## config.mk

```make
export PLATFORM = sky130hd
export DESIGN_NAME = box_plotter
export DESIGN_NICKNAME = d
export VERILOG_FILES = /design/src/rtl/spy_pkg.sv /design/src/rtl/raster_counter.sv /design/src/rtl/box_plotter.sv
export SDC_FILE = /design/constraint.sdc
export NUM_CORES = 1
export LEC_CHECK = 0
export CORE_MARGIN = 8
export CORE_UTILIZATION = 57
export CTS_CLUSTER_SIZE = 40
export DETAILED_ROUTE_END_ITERATION = 12
export PLACE_DENSITY_LB_ADDON = 0.1
export SLEW_MARGIN = 20
export SYNTH_ARGS = -nofsm -noshare
export SYNTH_HDL_FRONTEND = slang
export SYNTH_SLANG_ARGS = --single-unit
```

## constraint.sdc

```tcl
create_clock -name clock -period 4.55 [get_ports clock]
set_input_delay 0.91 -clock clock [delete_from_list [all_inputs] [get_ports clock]]
set_output_delay 0.91 -clock clock [all_outputs]
set_load 0.05 [all_outputs]
```

## src/rtl/spy_pkg.sv

```systemverilog
// Shared definitions for the SpyMangler display path: the box plotter
// state encoding, default box geometry and the code-entry translator
// layout constants that requests are built from.
package spy_pkg;

    typedef enum logic [1:0] {
        ST_IDLE = 2'd0,
        ST_DRAW = 2'd1,
        ST_DONE = 2'd2
    } plot_state_t;

    // Default box size in pixels.
    localparam int BOX_W_DEF = 8;
    localparam int BOX_H_DEF = 3;

    // Pixel counters must hold 0..15 (boxes are at most 16 pixels a side).
    localparam int CNT_W = 4;

    // Translator grid: where code-entry cells land on screen.
    localparam int COL_PITCH = 10;
    localparam int ROW_PITCH = 4;
    localparam int ORIGIN_X  = 20;
    localparam int ORIGIN_Y  = 30;

    // A pixel is on the border if it sits on the first/last column or row.
    // With a one-pixel-wide or one-pixel-high box every pixel qualifies.
    function automatic logic is_border(
        input logic [CNT_W-1:0] cx,
        input logic [CNT_W-1:0] cy,
        input logic [CNT_W-1:0] last_x,
        input logic [CNT_W-1:0] last_y
    );
        return (cx == '0) || (cx == last_x) || (cy == '0) || (cy == last_y);
    endfunction

endpackage

```

## src/rtl/raster_counter.sv

```systemverilog
// Raster-order pixel counter: cx runs fastest, cy advances when cx wraps.
// o_last flags the final pixel so the controller can leave the draw state.
module raster_counter
    import spy_pkg::*;
#(
    parameter int W = BOX_W_DEF,
    parameter int H = BOX_H_DEF
) (
    input  logic             i_clk,
    input  logic             i_rst_n,
    input  logic             i_clr,
    input  logic             i_en,
    output logic [CNT_W-1:0] o_cx,
    output logic [CNT_W-1:0] o_cy,
    output logic             o_last
);

    localparam logic [CNT_W-1:0] X_MAX = CNT_W'(W - 1);
    localparam logic [CNT_W-1:0] Y_MAX = CNT_W'(H - 1);

    logic [CNT_W-1:0] r_cx;
    logic [CNT_W-1:0] r_cy;

    // Clear on a new request, otherwise step through the box in raster order.
    always_ff @(posedge i_clk or negedge i_rst_n) begin
        if (!i_rst_n) begin
            r_cx <= '0;
            r_cy <= '0;
        end else if (i_clr) begin
            r_cx <= '0;
            r_cy <= '0;
        end else if (i_en) begin
            if (r_cx == X_MAX) begin
                r_cx <= '0;
                r_cy <= (r_cy == Y_MAX) ? '0 : r_cy + CNT_W'(1);
            end else begin
                r_cx <= r_cx + CNT_W'(1);
            end
        end
    end

    assign o_cx   = r_cx;
    assign o_cy   = r_cy;
    assign o_last = (r_cx == X_MAX) && (r_cy == Y_MAX);

endmodule

```

## src/rtl/box_plotter.sv

```systemverilog
// Box plotter: accepts one box request, emits one pixel write per clock in
// raster order, then pulses done for a cycle before accepting again.
//
// state | meaning
// IDLE  | waiting for start; the only state that accepts a request
// DRAW  | one pixel per cycle from the raster counter
// DONE  | all pixels issued; done pulses on the following edge
module box_plotter
    import spy_pkg::*;
#(
    parameter int BOX_W = BOX_W_DEF,
    parameter int BOX_H = BOX_H_DEF
) (
    input  logic       clock,
    input  logic       reset,
    input  logic       start,
    input  logic [7:0] X,
    input  logic [7:0] Y,
    input  logic [2:0] colour,
    input  logic       draw_full,
    output logic [7:0] vga_x,
    output logic [7:0] vga_y,
    output logic [2:0] vga_colour,
    output logic       plot,
    output logic       busy,
    output logic       done
);

    localparam logic [CNT_W-1:0] X_LAST = CNT_W'(BOX_W - 1);
    localparam logic [CNT_W-1:0] Y_LAST = CNT_W'(BOX_H - 1);

    plot_state_t      r_state;
    plot_state_t      w_state_next;
    logic             w_accept;

    logic [7:0]       r_x;
    logic [7:0]       r_y;
    logic [2:0]       r_colour;
    logic             r_full;

    logic [CNT_W-1:0] w_cx;
    logic [CNT_W-1:0] w_cy;
    logic             w_last;
    logic             w_drawing;
    logic             w_border;

    logic [7:0]       r_vga_x;
    logic [7:0]       r_vga_y;
    logic [2:0]       r_vga_colour;
    logic             r_plot;
    logic             r_busy;
    logic             r_done;

    assign w_drawing = (r_state == ST_DRAW);
    assign w_border  = is_border(w_cx, w_cy, X_LAST, Y_LAST);

    // State register.
    always_ff @(posedge clock or negedge reset) begin
        if (!reset) begin
            r_state <= ST_IDLE;
        end else begin
            r_state <= w_state_next;
        end
    end

    // Next-state logic; a request is only taken while idle.
    always_comb begin
        w_state_next = r_state;
        w_accept     = 1'b0;
        case (r_state)
            ST_IDLE: begin
                if (start) begin
                    w_state_next = ST_DRAW;
                    w_accept     = 1'b1;
                end
            end
            ST_DRAW: begin
                if (w_last) begin
                    w_state_next = ST_DONE;
                end
            end
            ST_DONE: begin
                w_state_next = ST_IDLE;
            end
            default: begin
                w_state_next = ST_IDLE;
            end
        endcase
    end

    // Capture the request so input changes mid-box have no effect.
    always_ff @(posedge clock or negedge reset) begin
        if (!reset) begin
            r_x      <= '0;
            r_y      <= '0;
            r_colour <= '0;
            r_full   <= 1'b0;
        end else if (w_accept) begin
            r_x      <= X;
            r_y      <= Y;
            r_colour <= colour;
            r_full   <= draw_full;
        end
    end

    raster_counter #(
        .W (BOX_W),
        .H (BOX_H)
    ) u_raster_counter (
        .i_clk   (clock),
        .i_rst_n (reset),
        .i_clr   (w_accept),
        .i_en    (w_drawing),
        .o_cx    (w_cx),
        .o_cy    (w_cy),
        .o_last  (w_last)
    );

    // Pixel outputs: coordinates wrap modulo 256; they hold outside DRAW
    // while plot is forced low, so the adapter never sees a stray write.
    always_ff @(posedge clock or negedge reset) begin
        if (!reset) begin
            r_vga_x      <= '0;
            r_vga_y      <= '0;
            r_vga_colour <= '0;
            r_plot       <= 1'b0;
        end else if (w_drawing) begin
            r_vga_x      <= r_x + 8'(w_cx);
            r_vga_y      <= r_y + 8'(w_cy);
            r_vga_colour <= r_colour;
            r_plot       <= r_full | w_border;
        end else begin
            r_plot       <= 1'b0;
        end
    end

    // Status flags are registered so they line up with the pixel outputs.
    always_ff @(posedge clock or negedge reset) begin
        if (!reset) begin
            r_busy <= 1'b0;
            r_done <= 1'b0;
        end else begin
            r_busy <= (r_state != ST_IDLE);
            r_done <= (r_state == ST_DONE);
        end
    end

    assign vga_x      = r_vga_x;
    assign vga_y      = r_vga_y;
    assign vga_colour = r_vga_colour;
    assign plot       = r_plot;
    assign busy       = r_busy;
    assign done       = r_done;

endmodule

```

==> run metrics <==
status completed; Antenna Cells 0; vias post-DR 1931; Area contributors post-synth dfrtp_1, mux2_2, ha_1; GRT Total Usage 0.161; hpwl dp 3860 um; slew margin rel. 0.381; die area 6960 um2; clk slew on worst S/H paths ~0.09 ns; Pwr Density around 800 nW/um2; Final TNS setup 0 ns; multi-input logic area 1220 um2; Hold Vio Cnt, Final 0; Required @ worst endpoint ~4.7 ns; Reg area about 1300 um2; vias in the first global route 1963; share of layout cells above drive strength 1 0.142; skew final 0.00624 ns; worst-path cell chain clkdlybuf4s50_1 -> nor3b_2 -> buf_4 -> mux2_2; post-CTS setup buffers 0; syn_area_per_cell 11.0 um2; Slew Limit Fails 0; I/O pins 45; worst-margin pin slew ~0.92 ns; H-tree Lvls 2; Syn Nets 271; FP Rows 24; Mapped Area 2590 um2; top cell type's share of synthesized area 0.502; Final setup viols 0; Fmax 0.372 GHz; Seq/Total Area, Yosys 0.502; area leader, netlist dfrtp_1; CP startpoint start; CTS tree yes; Die W 83.5 um; via density per instance 5.78; Fillers 332; clk_lat worst skew 0.30 ns; post-route ant nets 0; hold_buf cts 0; Hold Crit Start vga_x[0]$_DFFE_PN0P_; Core Region 4380 um2; post-synthesis register bit count 52; Final GP Congestion 0.815; clk sink count 52; first-pass GRT wire length 9380 um; Max FO, Critical Path 16; Layout Nets 316; remaining global-route overflow 0; Root Buffer clkbuf_8; Final Core Density 0.723; most common cell after layout, fill and taps aside dfrtp_1; post-CTS resize count 0; most frequent cells in the layout dfrtp_1, clkdlybuf4s50_1, nand2_1; IO Port Bufs 44; FFs w/ async S/R, synth 1.00; Post-synth EDFFs 0; kind of critical path input pin to flip-flop; Slowest-stage cell, CP nor3b_2; Startpoint Class input pin; Routed WL per cell 16.2 um; Worst VDD drop 0.396 mV; Post-Synthesis Cells 236; number of remaining DRC errors 0; Period minus WS final 2.69 ns; clk buf depth 2; number of distinct library cells after synthesis 42; antenna violations before repair 0; origin of the critical flop-to-flop path r_state[1]$_DFFE_PN0P_; WP data arrival 2.88 ns; cell area after layout 3170 um2; Fin Hold WS approximately 0.48 ns; Worst setup EP type flip-flop; Ys Warns 0; Max Cap Viol 0; max incr delay on CP around 0.75 ns; post-place setup slack 1.51 ns; Layout area overhead 22.2%; CTS Buf Count 5; placed inst area 3080 um2; setup ws final around 1.9 ns; Leak about 1.4 nW; largest net degree at the start of global routing 53; Starting Density 0.592; Most used DFF post-synth dfrtp_1; RSZ-0062 raised after global routing false; Post-Route WL 5420 um; first-pass iteration count of the detailed router 4; Final period util 0.591; Hold Path Class flip-flop to flip-flop; Die Span Y 83.5 um; Initial DRC Count 77
==> power breakdown <==
part	switching [mW]	internal, mW	leakage (nW)
Clock	0.145	0.122	0.0510
Combinational	0.808	0.575	0.706
Sequential	0.201	0.692	0.622
==> synthesized netlist by cell type (4+ instances only) <==
cell      count
dfrtp_1      52
nand2_1      33
mux2_2       19
o21ai_0      13
nor2_1       11
ha_1         10
nor3b_1       9
inv_1         7
o31ai_1       7
a211oi_1      6
buf_2         6
nand3_1       6
nor3_1        5
nor2b_1       4
o21a_1        4
xor2_1        4
==> worst paths after layout <==
check	to	slack, ns	cells past startpoint
hold reg to reg	vga_x[0]$_DFFE_PN0P_	0.48	2
setup reg to reg	r_y[4]$_DFFE_PN0P_	2.44	3
hold / removal	vga_x[0]$_DFFE_PN0P_	0.48	2
min in group asynchronous	vga_x[1]$_DFFE_PN0P_	0.71	2
setup / recovery	r_y[4]$_DFFE_PN0P_	1.86	4
max in group asynchronous	r_y[4]$_DFFE_PN0P_	3.40	2
==> worst max-delay path: cells and delay by family <==
family                 cells  cell delay (ns)
buffers and inverters      2             0.84
and+or+nand+nor            1             0.75
muxes                      1             0.36
==> through the flow <==
step	power (mW)	instances
6_report	2.54	334
5_1_grt	2.73	334
4_1_cts	2.56	334
3_5_place_dp	2.28	326
3_3_place_gp	2.24	326
2_1_floorplan	1.88	236
==> per-layer routing <==
layer / wire length, um / part of all wire / vias to the layer above / track usage
met1: 2550 / 0.47 / 952 / 0.202
met3: 307 / 0.057 / 4 / 0.0566
li1: - / - / 929 / -
met4: 17 / 0.0031 / 0 / 0.0345
met5: 0 / 0 / - / 0
met2: 2540 / 0.47 / 46 / 0.258
==> logic make-up (layout without fill, tap and decap cells) <==
| logic type | after synthesis | in the layout | share of synthesized area |
|---|---|---|---|
| fa+ha+maj | 12 | 12 | 0.0637 |
| buf+inv | 17 | 63 | 0.0304 |
| simple gates | 80 | 80 | 0.157 |
| flops | 52 | 52 | 0.502 |
| xor+xnor | 5 | 5 | 0.0169 |
| mux | 23 | 23 | 0.0999 |
| compound gates | 47 | 47 | 0.130 |
==> flip-flops by register name (all words and copies together), names as in the netlist <==
name,count
done,1
r_y,8
r_x,8
u_raster_counter.o_cx,4
r_state,2
r_colour,3
vga_y,8
r_full,1
vga_colour,3
vga_x,8
plot,1
busy,1
u_raster_counter.o_cy,4
==> cell type report <==
| class | count | share of cell area |
|---|---|---|
| clock buffers | 6 | 0.0261 |
| clock inverters | 2 | 0.00316 |
| inverters | 7 | 0.00829 |
| multi-input cells | 167 | 0.385 |
| flip-flops and latches | 52 | 0.411 |
| well taps | 52 | 0.0205 |
| repair buffers | 48 | 0.147 |
Note: power is estimated with default switching activity, not from simulation.
